### src/rtl/fixed_dot_acc_pkg.sv
// ----------------------------------------------------------------------------
// fixed_dot_acc_pkg
// Shared definitions for the fixed-point dot-product accumulator:
//   - default operand width, fractional bits and element-count width
//   - Q16.16 saturation limits
//   - 3-bit controller state encoding
// ----------------------------------------------------------------------------
package fixed_dot_acc_pkg;

  localparam int WIDTH_DEF = 32;
  localparam int FRAC_DEF  = 16;
  localparam int LEN_W_DEF = 8;

  // Largest and smallest representable signed Q16.16 values.
  localparam logic [31:0] Q16_MAX = 32'h7FFF_FFFF;
  localparam logic [31:0] Q16_MIN = 32'h8000_0000;

  typedef enum logic [2:0] {
    ST_INIT      = 3'd0,
    ST_FETCH     = 3'd1,
    ST_MUL_ISSUE = 3'd2,
    ST_MUL_WAIT  = 3'd3,
    ST_ACC       = 3'd4,
    ST_FINISH    = 3'd5
  } state_e;

endpackage

### src/rtl/fixed_dot_acc_sat_add.sv
// ----------------------------------------------------------------------------
// fixed_sat_add
// Combinational signed saturating adder.
//   a, b : WIDTH-bit signed addends
//   sum  : a + b, clamped to the most positive / most negative WIDTH-bit value
//   ovf  : 1 when the true sum did not fit and sum was clamped
// The add is done one bit wider so the carry into the extra sign bit exposes
// overflow: the two top bits of the wide sum differ exactly when it does.
// ----------------------------------------------------------------------------
module fixed_sat_add
  import fixed_dot_acc_pkg::*;
#(
  parameter int WIDTH = WIDTH_DEF
) (
  input  logic [WIDTH-1:0] a,
  input  logic [WIDTH-1:0] b,
  output logic [WIDTH-1:0] sum,
  output logic             ovf
);

  localparam logic [WIDTH-1:0] SAT_MAX = {1'b0, {(WIDTH-1){1'b1}}};
  localparam logic [WIDTH-1:0] SAT_MIN = {1'b1, {(WIDTH-1){1'b0}}};

  logic [WIDTH:0] wide_s;

  assign wide_s = {a[WIDTH-1], a} + {b[WIDTH-1], b};

  // Clamp toward the sign of the true (wide) result on overflow.
  always_comb begin
    sum = wide_s[WIDTH-1:0];
    ovf = 1'b0;
    if (wide_s[WIDTH] != wide_s[WIDTH-1]) begin
      ovf = 1'b1;
      if (wide_s[WIDTH]) begin
        sum = SAT_MIN;
      end else begin
        sum = SAT_MAX;
      end
    end else begin
      sum = wide_s[WIDTH-1:0];
      ovf = 1'b0;
    end
  end

endmodule

### src/rtl/fixed_dot_acc.sv
// ----------------------------------------------------------------------------
// fixed_dot_acc
// Sequential signed fixed-point dot product using an external multiplier.
// For each of N element pairs: fetch (a,b), issue them to the multiplier,
// wait for the product, then add it into a saturating accumulator.
//
// Ports
//   clk, rst              : rising-edge clock, synchronous active-high reset
//   dot_ready, dot_in_len : start request and element count N (latched at start)
//   dot_valid, dot_accept : result handshake; result held until accepted
//   dot_out_0             : signed accumulated result
//   dot_sat               : sticky, set if any accumulation step saturated
//   elem_valid/elem_ready : element-pair handshake, operands elem_a/elem_b
//   mul_ready             : one-cycle start pulse to the multiplier
//   mul_a, mul_b          : registered multiplier operands
//   mul_valid/mul_accept  : product handshake, product on mul_result
// ----------------------------------------------------------------------------
module fixed_dot_acc
  import fixed_dot_acc_pkg::*;
#(
  parameter int WIDTH = WIDTH_DEF,
  parameter int FRAC  = FRAC_DEF,
  parameter int LEN_W = LEN_W_DEF
) (
  input  logic             clk,
  input  logic             rst,
  input  logic             dot_ready,
  input  logic [LEN_W-1:0] dot_in_len,
  output logic             dot_valid,
  input  logic             dot_accept,
  output logic [WIDTH-1:0] dot_out_0,
  output logic             dot_sat,
  input  logic             elem_valid,
  output logic             elem_ready,
  input  logic [WIDTH-1:0] elem_a,
  input  logic [WIDTH-1:0] elem_b,
  output logic             mul_ready,
  output logic [WIDTH-1:0] mul_a,
  output logic [WIDTH-1:0] mul_b,
  input  logic             mul_valid,
  output logic             mul_accept,
  input  logic [WIDTH-1:0] mul_result
);

  // FRAC only documents the Q format; scaling happens in the multiplier.
  logic [31:0] frac_unused_s;
  assign frac_unused_s = 32'(FRAC);

  state_e           state_r;
  state_e           state_s;
  logic [LEN_W-1:0] len_r;
  logic [LEN_W-1:0] count_r;
  logic [WIDTH-1:0] acc_r;
  logic [WIDTH-1:0] prod_r;
  logic [WIDTH-1:0] mul_a_r;
  logic [WIDTH-1:0] mul_b_r;
  logic             dot_valid_r;
  logic             dot_sat_r;
  logic [WIDTH-1:0] sum_s;
  logic             ovf_s;
  logic             last_s;

  fixed_sat_add #(
    .WIDTH(WIDTH)
  ) u_sat_add (
    .a  (acc_r),
    .b  (prod_r),
    .sum(sum_s),
    .ovf(ovf_s)
  );

  // Compared one bit wider so N = 2^LEN_W-1 finishes without count wrapping.
  assign last_s = ({1'b0, count_r} + (LEN_W+1)'(1)) == {1'b0, len_r};

  // Next-state logic.
  always_comb begin
    state_s = state_r;
    case (state_r)
      ST_INIT: begin
        if (dot_ready) begin
          if (dot_in_len == {LEN_W{1'b0}}) begin
            state_s = ST_FINISH;
          end else begin
            state_s = ST_FETCH;
          end
        end else begin
          state_s = ST_INIT;
        end
      end
      ST_FETCH: begin
        if (elem_valid) begin
          state_s = ST_MUL_ISSUE;
        end else begin
          state_s = ST_FETCH;
        end
      end
      ST_MUL_ISSUE: begin
        state_s = ST_MUL_WAIT;
      end
      ST_MUL_WAIT: begin
        if (mul_valid) begin
          state_s = ST_ACC;
        end else begin
          state_s = ST_MUL_WAIT;
        end
      end
      ST_ACC: begin
        if (last_s) begin
          state_s = ST_FINISH;
        end else begin
          state_s = ST_FETCH;
        end
      end
      ST_FINISH: begin
        if (dot_accept) begin
          state_s = ST_INIT;
        end else begin
          state_s = ST_FINISH;
        end
      end
      default: begin
        state_s = ST_INIT;
      end
    endcase
  end

  // Controller state register.
  always_ff @(posedge clk) begin
    if (rst) begin
      state_r <= ST_INIT;
    end else begin
      state_r <= state_s;
    end
  end

  // Datapath registers: length, count, operands, product, accumulator, flags.
  always_ff @(posedge clk) begin
    if (rst) begin
      len_r       <= {LEN_W{1'b0}};
      count_r     <= {LEN_W{1'b0}};
      acc_r       <= {WIDTH{1'b0}};
      prod_r      <= {WIDTH{1'b0}};
      mul_a_r     <= {WIDTH{1'b0}};
      mul_b_r     <= {WIDTH{1'b0}};
      dot_sat_r   <= 1'b0;
      dot_valid_r <= 1'b0;
    end else begin
      case (state_r)
        ST_INIT: begin
          if (dot_ready) begin
            len_r     <= dot_in_len;
            count_r   <= {LEN_W{1'b0}};
            acc_r     <= {WIDTH{1'b0}};
            dot_sat_r <= 1'b0;
          end
        end
        ST_FETCH: begin
          if (elem_valid) begin
            mul_a_r <= elem_a;
            mul_b_r <= elem_b;
          end
        end
        ST_MUL_WAIT: begin
          if (mul_valid) begin
            prod_r <= mul_result;
          end
        end
        ST_ACC: begin
          acc_r   <= sum_s;
          count_r <= count_r + LEN_W'(1);
          if (ovf_s) begin
            dot_sat_r <= 1'b1;
          end
        end
        default: begin
        end
      endcase
      // Registered so it rises together with the entry into FINISH.
      dot_valid_r <= (state_s == ST_FINISH);
    end
  end

  // Handshake strobes are qualified with rst so they stay low while the
  // state register is still being forced back to INIT.
  assign elem_ready = (state_r == ST_FETCH) & ~rst;
  assign mul_ready  = (state_r == ST_MUL_ISSUE) & ~rst;
  assign mul_accept = (state_r == ST_MUL_WAIT) & mul_valid & ~rst;

  assign mul_a     = mul_a_r;
  assign mul_b     = mul_b_r;
  assign dot_out_0 = acc_r;
  assign dot_sat   = dot_sat_r;
  assign dot_valid = dot_valid_r;

endmodule

### config.mk
export PLATFORM = sky130hd
export DESIGN_NAME = fixed_dot_acc
export DESIGN_NICKNAME = d
export VERILOG_FILES = /design/src/rtl/fixed_dot_acc_pkg.sv /design/src/rtl/fixed_dot_acc_sat_add.sv /design/src/rtl/fixed_dot_acc.sv
export SDC_FILE = /design/constraint.sdc
export NUM_CORES = 1
export LEC_CHECK = 0
export BUFFER_PORTS_ARGS = -buffer_cell sky130_fd_sc_hd__buf_2
export CAP_MARGIN = 20
export CORE_AREA = 2 2 132 134
export DETAILED_ROUTE_END_ITERATION = 10
export DIE_AREA = 0 0 134 136
export PLACE_DENSITY_LB_ADDON = 0.08
export SYNTH_ARGS = -nofsm -noshare
export SYNTH_HDL_FRONTEND = slang
export SYNTH_SLANG_ARGS = --single-unit
### constraint.sdc
create_clock -name clk -period 2.8 [get_ports clk]
set_clock_uncertainty 0.15 [all_clocks]
set_input_delay 0.28 -clock clk [delete_from_list [all_inputs] [get_ports clk]]
set_output_delay 0.28 -clock clk [all_outputs]
set_load 0.01 [all_outputs]
Word-level counts from Yosys, hierarchy flattened
Cells that the tools add are included.
{ "totals": {"output_inout_bits": 101, "in_bits": 110, "wordCells": 52, "register_bits": 149} }
{ "classes": {"addsub": 3, "n_eq_ne": 10, "bitwise": 5, "n_reduce_logical": 8, "muxes": 17} }
{ "ops": {"columns": ["operator", "n"], "rows": [
  ["$mux W32", 3],
  ["$pmux W32 S2", 1],
  ["$add A32 B32 Y33", 1],
  ["$pmux W3 S6", 1],
  ["$pmux W8 S2", 1],
  ["$mux W3", 5],
  ["$add A8 B1 Y9 const B", 1],
  ["$eq A3 B3 Y1 const B", 3],
  ["$eq A9 B8 Y1", 1],
  ["$add A8 B1 Y8 const B", 1],
  ["$logic_not A8 Y1", 1],
  ["$mux W8", 1],
  ["$reduce_and A2 Y1", 4],
  ["$eq A3 B2 Y1 const B", 2],
  ["$and A1 B1 Y1", 4],
  ["$ne A2 B2 Y1 const B", 2],
  ["$eq A3 B1 Y1 const B", 1],
  ["$logic_not A3 Y1", 1],
  ["$mux W1", 3],
  ["$reduce_and A3 Y1", 1],
  ["$mux W2", 1],
  ["$pmux W1 S2", 1],
  ["$reduce_bool A2 Y1", 1],
  ["$ne A1 B1 Y1", 1],
  ["$not A1 Y1", 1]
]} }

Logic depth before layout (Yosys ltp)
Gate-level depths: netlist of the first run.
{ "depth": {"word_depth": 5, "mapped_depth": 11, "depth_no_buf": 10} }

Cells and area by module
Synthesis of the first run repeated with hierarchy kept, for this count alone.
{ "unflattened": {"hier_cells": 983, "area_unflattened_um2": 7654.8} }
{ "modules_own_cells": {"columns": ["module", "seq_area_each_um2", "instances", "cells_per_inst", "area_per_inst_um2"], "rows": [
  ["fixed_dot_acc", 2982.9, 1, 672, 5546.6],
  ["fixed_sat_add", 0.0, 1, 311, 2108.3]
]} }

Worst setup path before layout of the first run
OpenSTA, ideal clock, no wires.
{ "synth_timing": {"path_type": "flip-flop to flip-flop", "start": "register acc_r[0] (netlist: dot_out_0[0])", "end": "register acc_r[28] (netlist: dot_out_0[28])", "slack_ps": -10, "period_less_slack_ps": 2810, "required_ps": 2571, "path_buffers": 1, "t_arrival_ps": 2580, "stages_incl_launch_ff": 12, "setup_ps": 79, "cell_sequence": "dfxtp_1 -> ha_1 -> fa_1 -> a211oi_1 -> o21ai_1 -> o211ai_1 -> a211oi_1 -> nor3b_1 -> xnor2_2 -> buf_6 -> nor2_2 -> a211oi_2"} }
{ "synth_via": {"elab_chain_len": 4, "elab_cells_between_ends": 5, "classes_between": "add/sub (1); eq/ne (1); mux (3)"} }
{ "synth_rtl": {"columns": ["item", "line_no", "rtl"], "rows": [
  ["start, declared", "fixed_dot_acc.sv:53", "logic [WIDTH-1:0] acc_r;"],
  ["start signal, assigned", "fixed_dot_acc.sv:141", "acc_r <= {WIDTH{1'b0}};"],
  ["start signal, assigned", "fixed_dot_acc.sv:153", "acc_r <= {WIDTH{1'b0}};"],
  ["start signal, assigned", "fixed_dot_acc.sv:169", "acc_r <= sum_s;"],
  ["$add A32 B32 Y33 (*)", "fixed_dot_acc_sat_add.sv:26", "assign wide_s = {a[WIDTH-1], a} + {b[WIDTH-1], b};"],
  ["$mux W32 or $ne A1 B1 Y1 (tied branches)", "fixed_dot_acc_sat_add.sv:34, fixed_dot_acc_sat_add.sv:32", null],
  ["$mux W32 (*)", "fixed_dot_acc_sat_add.sv:32", "if (wide_s[WIDTH] != wide_s[WIDTH-1]) begin"],
  ["$pmux W32 S2 (*)", "fixed_dot_acc.sv:148", "case (state_r)"]
]} }
Every way passes the cells marked *; elsewhere a longest branch is shown, timed or not.
A chain may end at the register's enable or synchronous reset.

Worst setup path after layout of the first run
{ "layout_timing": {"start": "register prod_r[4]", "end": "register acc_r[20] (netlist: dot_out_0[20])"} }
{ "layout_via": {"elab_chain_len": 4, "elab_cells_between_ends": 5, "classes_between": "add/sub (1); eq/ne (1); mux (3)"} }
{ "layout_rtl": {"columns": ["item", "line_no", "rtl"], "rows": [
  ["start, declared", "fixed_dot_acc.sv:54", "logic [WIDTH-1:0] prod_r;"],
  ["start signal, assigned", "fixed_dot_acc.sv:142", "prod_r <= {WIDTH{1'b0}};"],
  ["start signal, assigned", "fixed_dot_acc.sv:165", "prod_r <= mul_result;"],
  ["$add A32 B32 Y33 (*)", "fixed_dot_acc_sat_add.sv:26", null],
  ["$mux W32 or $ne A1 B1 Y1 (tied branches)", "fixed_dot_acc_sat_add.sv:34, fixed_dot_acc_sat_add.sv:32", null],
  ["$mux W32 (*)", "fixed_dot_acc_sat_add.sv:32", null],
  ["$pmux W32 S2 (*)", "fixed_dot_acc.sv:148", null]
]} }
Marks and branches as above.

==> Implementation_results.wiki, run 1 <==
{| class="wikitable"
! Metric !! Value
|-
| Outcome || finished, violations left
|-
| Failing checks || negative setup slack
|-
| Antenna violations before repair || 1
|-
| Upper clock frequency limit || 0.357 GHz
|-
| Post-detailed-route count of antenna-violating nets || 0
|-
| Maximum number of pins on one net before global-route repair || 65
|-
| Synthesis-to-layout area growth || 53.9%
|-
| Global routing usage on met3 || 6.11%
|-
| Arrival time worst endpoint || 2.96 ns
|-
| Worst setup SP type || register
|-
| Setup repair after global routing missed its margin || true
|-
| Crit end category || register
|-
| Core region area || 16900 um^2
|-
| # Max-Cap Violations || 0
|-
| Die boundary height || 136 um
|-
| Overall power consumption || 4.91 mW
|-
| First-pass GRT wire length || 39.3 mm
|-
| Multi-input gate area in the final layout || 4560 um^2
|-
| Drt total wl || 24.2 mm
|-
| Filler cell count in the final layout || 1446
|-
| Average via count per standard cell || 5.12
|-
| Clock tree buffer depth || 2
|-
| Worst voltage drop across the vdd grid || 0.431 mV
|-
| Total count of hold-check failures in the final report || 0
|-
| Worst-Margin Slew || 0.665 ns
|-
| Number of search-and-repair iterations in the first detailed-routing pass || 5
|-
| Final Worst Setup Slack || -0.000358 ns
|-
| Final period utilization || 100%
|-
| Placed instance count || 1438
|-
| Flip-flop cell with the highest count after synthesis || dfxtp_1
|-
| Port bufs || 210
|-
| Number of different library cells in the post-synthesis netlist || 59
|-
| Post-synth EDFFs || 0
|-
| Post-synthesis cell area || 7410 um^2
|-
| Largest driver fanout on the critical path || 8
|-
| Number of warnings printed during yosys synthesis || 0
|-
| CTS tree || done
|-
| Met2 global-route usage || 46.8%
|-
| Class of the most critical hold timing path || in -> reg
|-
| Number of nets in the synthesized netlist || 1112
|-
| Share of flip-flops with an asynchronous set or reset after synthesis || 0%
|-
| Routability congestion estimate || 0.883
|-
| Sequential area share after synthesis || 40.2%
|-
| Standard-cell rows || 48
|-
| Layout Nets || 1489
|-
| Commonest cells after routing, fill and taps aside || 262 x nand2_1, 209 x buf_2, 170 x a21oi_1
|-
| Final Critical Period || 2.80 ns
|-
| Count of state elements after synthesis || 149
|-
| Most frequent standard cell in the layout excluding fill and tap cells || nand2_1
|-
| Leak pwr || 4.93 nW
|-
| Relative slew slack || 55.7%
|-
| TritonCTS Sinks || 149
|-
| Category of the most critical setup path || reg -> reg
|-
| Post-route DRC violation count || 0
|-
| Total gr overflow || 0
|-
| Number of endpoints failing setup at the final stage || 1
|-
| Total number of vias || 8114
|-
| Placed wire-length estimate || 16.5 mm
|-
| Number of I/O pins || 211
|-
| Via count of the first global-routing pass || 8065
|-
| Critical path data required time || 2.96 ns
|-
| Share of post-route cells with drive strength above 1 || 31.7%
|-
| Width of the die || 134 um
|-
| Worst R2R Setup Slack || -0.0004 ns
|-
| Clock buffer count from CTS || 17
|-
| Number of cells produced by synthesis || 968
|-
| Clock latency on the worst-skew pair || 0.43 ns
|-
| Number of H-tree levels || 4
|-
| Clock root buffer master || clkbuf_16
|-
| Sequential cell area || 3000 um^2
|-
| DR iter-0 viols || 389
|-
| Routed length per placed instance || 15.3 um
|-
| Initial cell density of the core || 43.9%
|-
| Met1 Usage GRT || 32.0%
|-
| Count of final max-slew check failures || 0
|-
| Non-filler instance count after layout || 1584
|-
| Mean Syn Cell Area || 7.66 um^2
|-
| Power per Cell Area || 430 nW/um^2
|-
| Total global-route track usage || 26.7%
|-
| Total Die Area || 18200 um^2
|-
| Most Crowded Layer GR || met2
|-
| Clock transition at the registers of the reported paths || 0.06 ns
|}
## final timing paths
| kind | startpoint | cells past startpoint | end |
|---|---|---|---|
| max | prod_r[4] | 11 | dot_out_0[20] |
| min | dot_accept | 4 | state_r[0] |
| max reg2reg | prod_r[4] | 11 | dot_out_0[20] |
| min reg2reg | mul_a[1] | 2 | mul_a[1] |
## critical path, stage by stage, from the launching register on
cell	delay, ns
dfxtp_2	0.34
ha_4	0.27
nand2_1	0.06
o311a_1	0.38
or3b_4	0.42
a211oi_4	0.25
or2_4	0.20
xnor2_4	0.10
buf_12	0.15
buf_8	0.13
o21ai_1	0.15
a21oi_1	0.08
## power breakdown
part / leakage, nW / internal, mW / switching, mW
Clock: 0.261 / 1.16 / 1.00
Sequential: 1.21 / 2.18 / 0.0378
Combinational: 3.46 / 0.266 / 0.273
## stage by stage
step / hold slack, ns / worst slack (ns) / utilization, % / setup TNS [ns] / area [um^2]
final: 0.118 / -0.000358 / 67.6 / -0.000358 / 11400
after CTS: 0.0770 / 0.000466 / 66.6 / 0 / 11200
after floorplan: 0.266 / 0.0375 / - / 0 / 7420
after global placement: 0.288 / -0.104 / 54.9 / -1.81 / 9270
after global routing: 0.108 / -0.139 / 67.6 / -2.86 / 11400
after detailed placement: 0.293 / -0.155 / 54.9 / -3.55 / 9270
## area by class of cell
| cell class | instances | share of cell area (%) |
|---|---|---|
| multi-input combinational | 752 | 40.0 |
| sequential | 149 | 26.3 |
| timing repair buffer | 419 | 26.2 |
| clock buffer | 18 | 3.76 |
| tap | 225 | 2.47 |
| clock inverter | 14 | 1.05 |
| inverter | 6 | 0.197 |
| antenna | 1 | 0.0219 |
## per-layer routing
| metal | vias to the layer above | part of all wire (%) |
|---|---|---|
| li1 | 4081 | - |
| met1 | 3738 | 43 |
| met2 | 249 | 49 |
| met3 | 46 | 5.6 |
| met4 | 0 | 2.4 |
| met5 | - | 0 |
## what timing repair did
item,4_1_cts,5_1_grt
cloned,1,0
hold endpoints to repair,104,0
setup buffers,5,3
resized for setup,56,30
pin swaps,12,27
hold buffers,104,0
setup endpoints to repair,32,33
## cell usage after synthesis (7+ instances only)
cell type	n	area (um^2)
and3_1	8	50.1
o21ai_0	23	115
a21o_1	14	105
nor3_1	8	40.0
nand2_1	265	995
nor2b_1	8	50.1
o21ai_1	33	165
xor2_1	18	158
o21a_1	7	52.6
nand2b_1	7	43.8
xnor2_1	20	175
dfxtp_1	149	2980
ha_1	33	413
clkbuf_1	52	195
a21oi_1	180	901
nor2_1	42	158
nand4_1	8	50.1
## registers in the layout, indices dropped and copies added, names as in the netlist
| name | count |
|---|---|
| prod_r | 32 |
| count_r | 8 |
| dot_valid | 1 |
| mul_b | 32 |
| len_r | 8 |
| state_r | 3 |
| mul_a | 32 |
| dot_sat | 1 |
| dot_out_0 | 32 |
## cell families (layout without fill, tap and decap cells)
| kind of cell | Yosys count | count (layout) | synth area share (%) |
|---|---|---|---|
| XOR/XNOR | 39 | 39 | 4.71 |
| adder cells (fa/ha/maj) | 34 | 34 | 5.84 |
| buffers and inverters | 67 | 457 | 3.83 |
| flip-flops | 149 | 149 | 40.2 |
| multiplexers | 1 | 1 | 0.135 |
| other | 0 | 1 | 0 |
| AND/OR/NAND/NOR | 377 | 377 | 21.8 |
| AO/OA/AOI/OAI | 301 | 301 | 23.5 |
(Power assumes the default switching activity.)
==> run 2: changes to the inputs <==
--- a/config.mk
+++ b/config.mk
@@ -5,7 +5,7 @@
 export SDC_FILE = /design/constraint.sdc
 export NUM_CORES = 1
 export LEC_CHECK = 0
-export BUFFER_PORTS_ARGS = -buffer_cell sky130_fd_sc_hd__buf_2
+export BUFFER_PORTS_ARGS = -buffer_cell sky130_fd_sc_hd__buf_4
 export CAP_MARGIN = 20
 export CORE_AREA = 2 2 132 134
 export DETAILED_ROUTE_END_ITERATION = 10
==> Implementation_results.wiki, run 2 (same netlist as run 1, synthesis figures left out) <==
{| class="wikitable"
! Metric !! Value
|-
| Post-route DRC violation count || 0 (unchanged)
|-
| Clock latency on the worst-skew pair || 0.42 ns (about the same)
|-
| Total gr overflow || 0 (unchanged)
|-
| Final Worst Setup Slack || -0.0784 ns (-0.0781 ns)
|-
| First-pass GRT wire length || 39.3 mm (about the same)
|-
| # Max-Cap Violations || 0 (unchanged)
|-
| Routed length per placed instance || 15.3 um (+0.21%)
|-
| Routability congestion estimate || 0.877 (-0.76%)
|-
| Number of endpoints failing setup at the final stage || 31 (+30)
|-
| Most frequent standard cell in the layout excluding fill and tap cells || buf_4
|-
| Final standard cell area without fillers || 11600 um^2 (+2.1%)
|-
| Worst-Margin Slew || 0.558 ns (-0.107 ns)
|-
| Via count of the first global-routing pass || 8054 (-0.14%)
|-
| Commonest cells after routing, fill and taps aside || 279 x buf_4, 265 x nand2_1, 169 x a21oi_1
|-
| Standard-cell rows || 48 (unchanged)
|-
| Antenna violations before repair || 0 (-1)
|-
| DR iter-0 viols || 421 (+8.2%)
|-
| Sequential cell fraction of total power || 43.9% (-1.2 points)
|-
| Category of the most critical setup path || reg -> reg
|-
| Number of H-tree levels || 4 (unchanged)
|-
| Area after DPL || 9650 um^2 (+4.0%)
|-
| Total number of vias || 8035 (-0.97%)
|-
| Clock Power Share || 44.0% (about the same)
|-
| TritonCTS Sinks || 149 (unchanged)
|-
| Leak pwr || 4.91 nW (-0.37%)
|-
| Total Die Area || 18200 um^2 (unchanged)
|-
| Final period utilization || 103% (+2.8 points)
|-
| Power per Cell Area || 434 nW/um^2 (+0.84%)
|-
| Cell Int Power || 3.79 mW (+5.4%)
|-
| Final setup TNS || -1.24 ns (-1.24 ns)
|-
| Die boundary height || 136 um (unchanged)
|-
| Finished Core Util || 69.0% (+1.4 points)
|-
| Placed wire-length estimate || 15.9 mm (-3.9%)
|-
| Port bufs || 210 (unchanged)
|-
| Number of search-and-repair iterations in the first detailed-routing pass || 6 (+1)
|-
| Class of the most critical hold timing path || in -> reg
|-
| Average via count per standard cell || 5.15 (+0.55%)
|-
| Setup repair after global routing missed its margin || true
|-
| Crit end category || register
|-
| Critical path data required time || 2.98 ns (+0.02 ns)
|-
| Sequential cell area || 2990 um^2 (-0.38%)
|-
| Relative slew slack || 62.4% (+6.7 points)
|-
| Worst voltage drop across the vdd grid || 0.405 mV (-6.1%)
|-
| Outcome || finished, violations left
|-
| Drt total wl || 23.9 mm (-1.3%)
|-
| Clock transition at the registers of the reported paths || 0.06 ns (about the same)
|-
| Layout Nets || 1466 (-1.5%)
|-
| Clock root buffer master || clkbuf_16
|-
| Number of I/O pins || 211 (unchanged)
|-
| CTS tree || done
|-
| Initial cell density of the core || 43.9% (unchanged)
|-
| Synthesis-to-layout area growth || 57.2%
|-
| Width of the die || 134 um (unchanged)
|-
| Post-detailed-route count of antenna-violating nets || 0 (unchanged)
|-
| Combinational power share || 12.1% (+1.1 points)
|-
| Sw Share || 25.0% (-1.7 points)
|-
| Total global-route track usage || 26.6% (-0.036 points)
|-
| Clock buffer count from CTS || 17 (unchanged)
|-
| Worst setup SP type || register
|-
| Multi-input gate area in the final layout || 4400 um^2 (-3.5%)
|-
| Count of final max-slew check failures || 0 (unchanged)
|-
| Core region area || 16900 um^2 (unchanged)
|-
| Net switching power figure || 1.26 mW (-3.7%)
|-
| Upper clock frequency limit || 0.347 GHz (-2.7%)
|-
| Clock tree buffer depth || 2 (unchanged)
|-
| Antenna cells || 0 (-1)
|-
| Total count of hold-check failures in the final report || 0 (unchanged)
|-
| Final Critical Period || 2.88 ns (+0.0781 ns)
|-
| Largest driver fanout on the critical path || 5 (-3)
|-
| Maximum number of pins on one net before global-route repair || 65 (unchanged)
|-
| Arrival time worst endpoint || 3.06 ns (+0.10 ns)
|-
| Worst R2R Setup Slack || -0.08 ns (-0.08 ns)
|-
| Share of post-route cells with drive strength above 1 || 29.2% (-2.5 points)
|-
| Filler cell count in the final layout || 1389 (-3.9%)
|-
| Failing checks || negative setup slack
|}
## run 2: changes by cell type in the layout (fill, tap and decap cells not counted), moves of 3 or more
cell      delta
o21ai_2      +9
buf_12       +3
ha_4        -12
o21ai_1     -14
nand2_1      +3
clkinv_4     -4
dfxtp_1      +7
dfxtp_2      -6
buf_4      +183
ha_1        +13
buf_2      -209
o21ai_0      +3
## run 2: final timing paths
kind / from / end / cells after the start
worst max register to register: dot_out_0[19] / dot_out_0[30] / 11
worst min register to register: mul_a[1] / mul_a[1] / 2
worst min-delay path: dot_accept / state_r[0] / 4
worst max-delay path: dot_out_0[19] / dot_out_0[30] / 11
## run 2: final cells by class
| class | count | share of cell area [%] |
|---|---|---|
| multi-input combinational | 752 | 37.8 |
| tap | 225 | 2.42 |
| inverter | 6 | 0.193 |
| clock buffer | 20 | 3.92 |
| clock inverter | 12 | 1.01 |
| timing repair buffer | 396 | 29.0 |
| sequential | 149 | 25.6 |
## run 2: metal layers
| metal | vias to the layer above | GRT usage [%] | share of wire [%] | wire length [um] |
|---|---|---|---|---|
| li1 | 4042 | - | - | - |
| met1 | 3699 | 30.4 | 40 | 9660 |
| met2 | 253 | 47.2 | 51 | 12100 |
| met3 | 41 | 7.57 | 6.7 | 1610 |
| met4 | 0 | 10.3 | 2.3 | 540 |
| met5 | - | 0 | 0 | 0 |
## run 2: repair_timing
item,CTS,global route
cloned,3,1
setup endpoints to repair,30,33
resized for setup,40,17
endpoints found under the hold margin,104,0
pin swaps,32,18
hold buffers,104,0
setup buffers,2,5
## run 2: per-stage QoR
step / hold WS [ns] / cells / power, mW / setup WS [ns]
final: 0.107 / 1560 / 5.06 / -0.0784
after detailed placement: 0.297 / 1413 / 2.75 / -0.0660
after floorplan: 0.266 / 968 / 2.47 / 0.0375
after global placement: 0.292 / 1413 / 2.74 / 0.0267
after CTS: 0.0834 / 1554 / 5.08 / -0.0606
after global routing: 0.147 / 1560 / 5.26 / -0.227
## run 2: power by group through the flow
stage          clock network [mW]  logic (mW)  registers [mW]
5_1_grt                      2.37       0.668            2.22
3_5_place_dp                    0       0.484            2.26
2_1_floorplan                   0       0.201            2.27
4_1_cts                      2.26       0.605            2.22
6_report                     2.22       0.613            2.22
3_3_place_gp                    0       0.481            2.26
## run 2: critical path, stage by stage (launching register included)
cell and delay (ns):
dfxtp_1 0.32, ha_1 0.37, a21oi_1 0.21, o21ai_1 0.15, a221o_1 0.40, a31oi_1 0.22, nor3b_4 0.30, xnor2_4 0.16
buf_12 0.15, buf_12 0.12, a21oi_4 0.03, a211oi_2 0.19
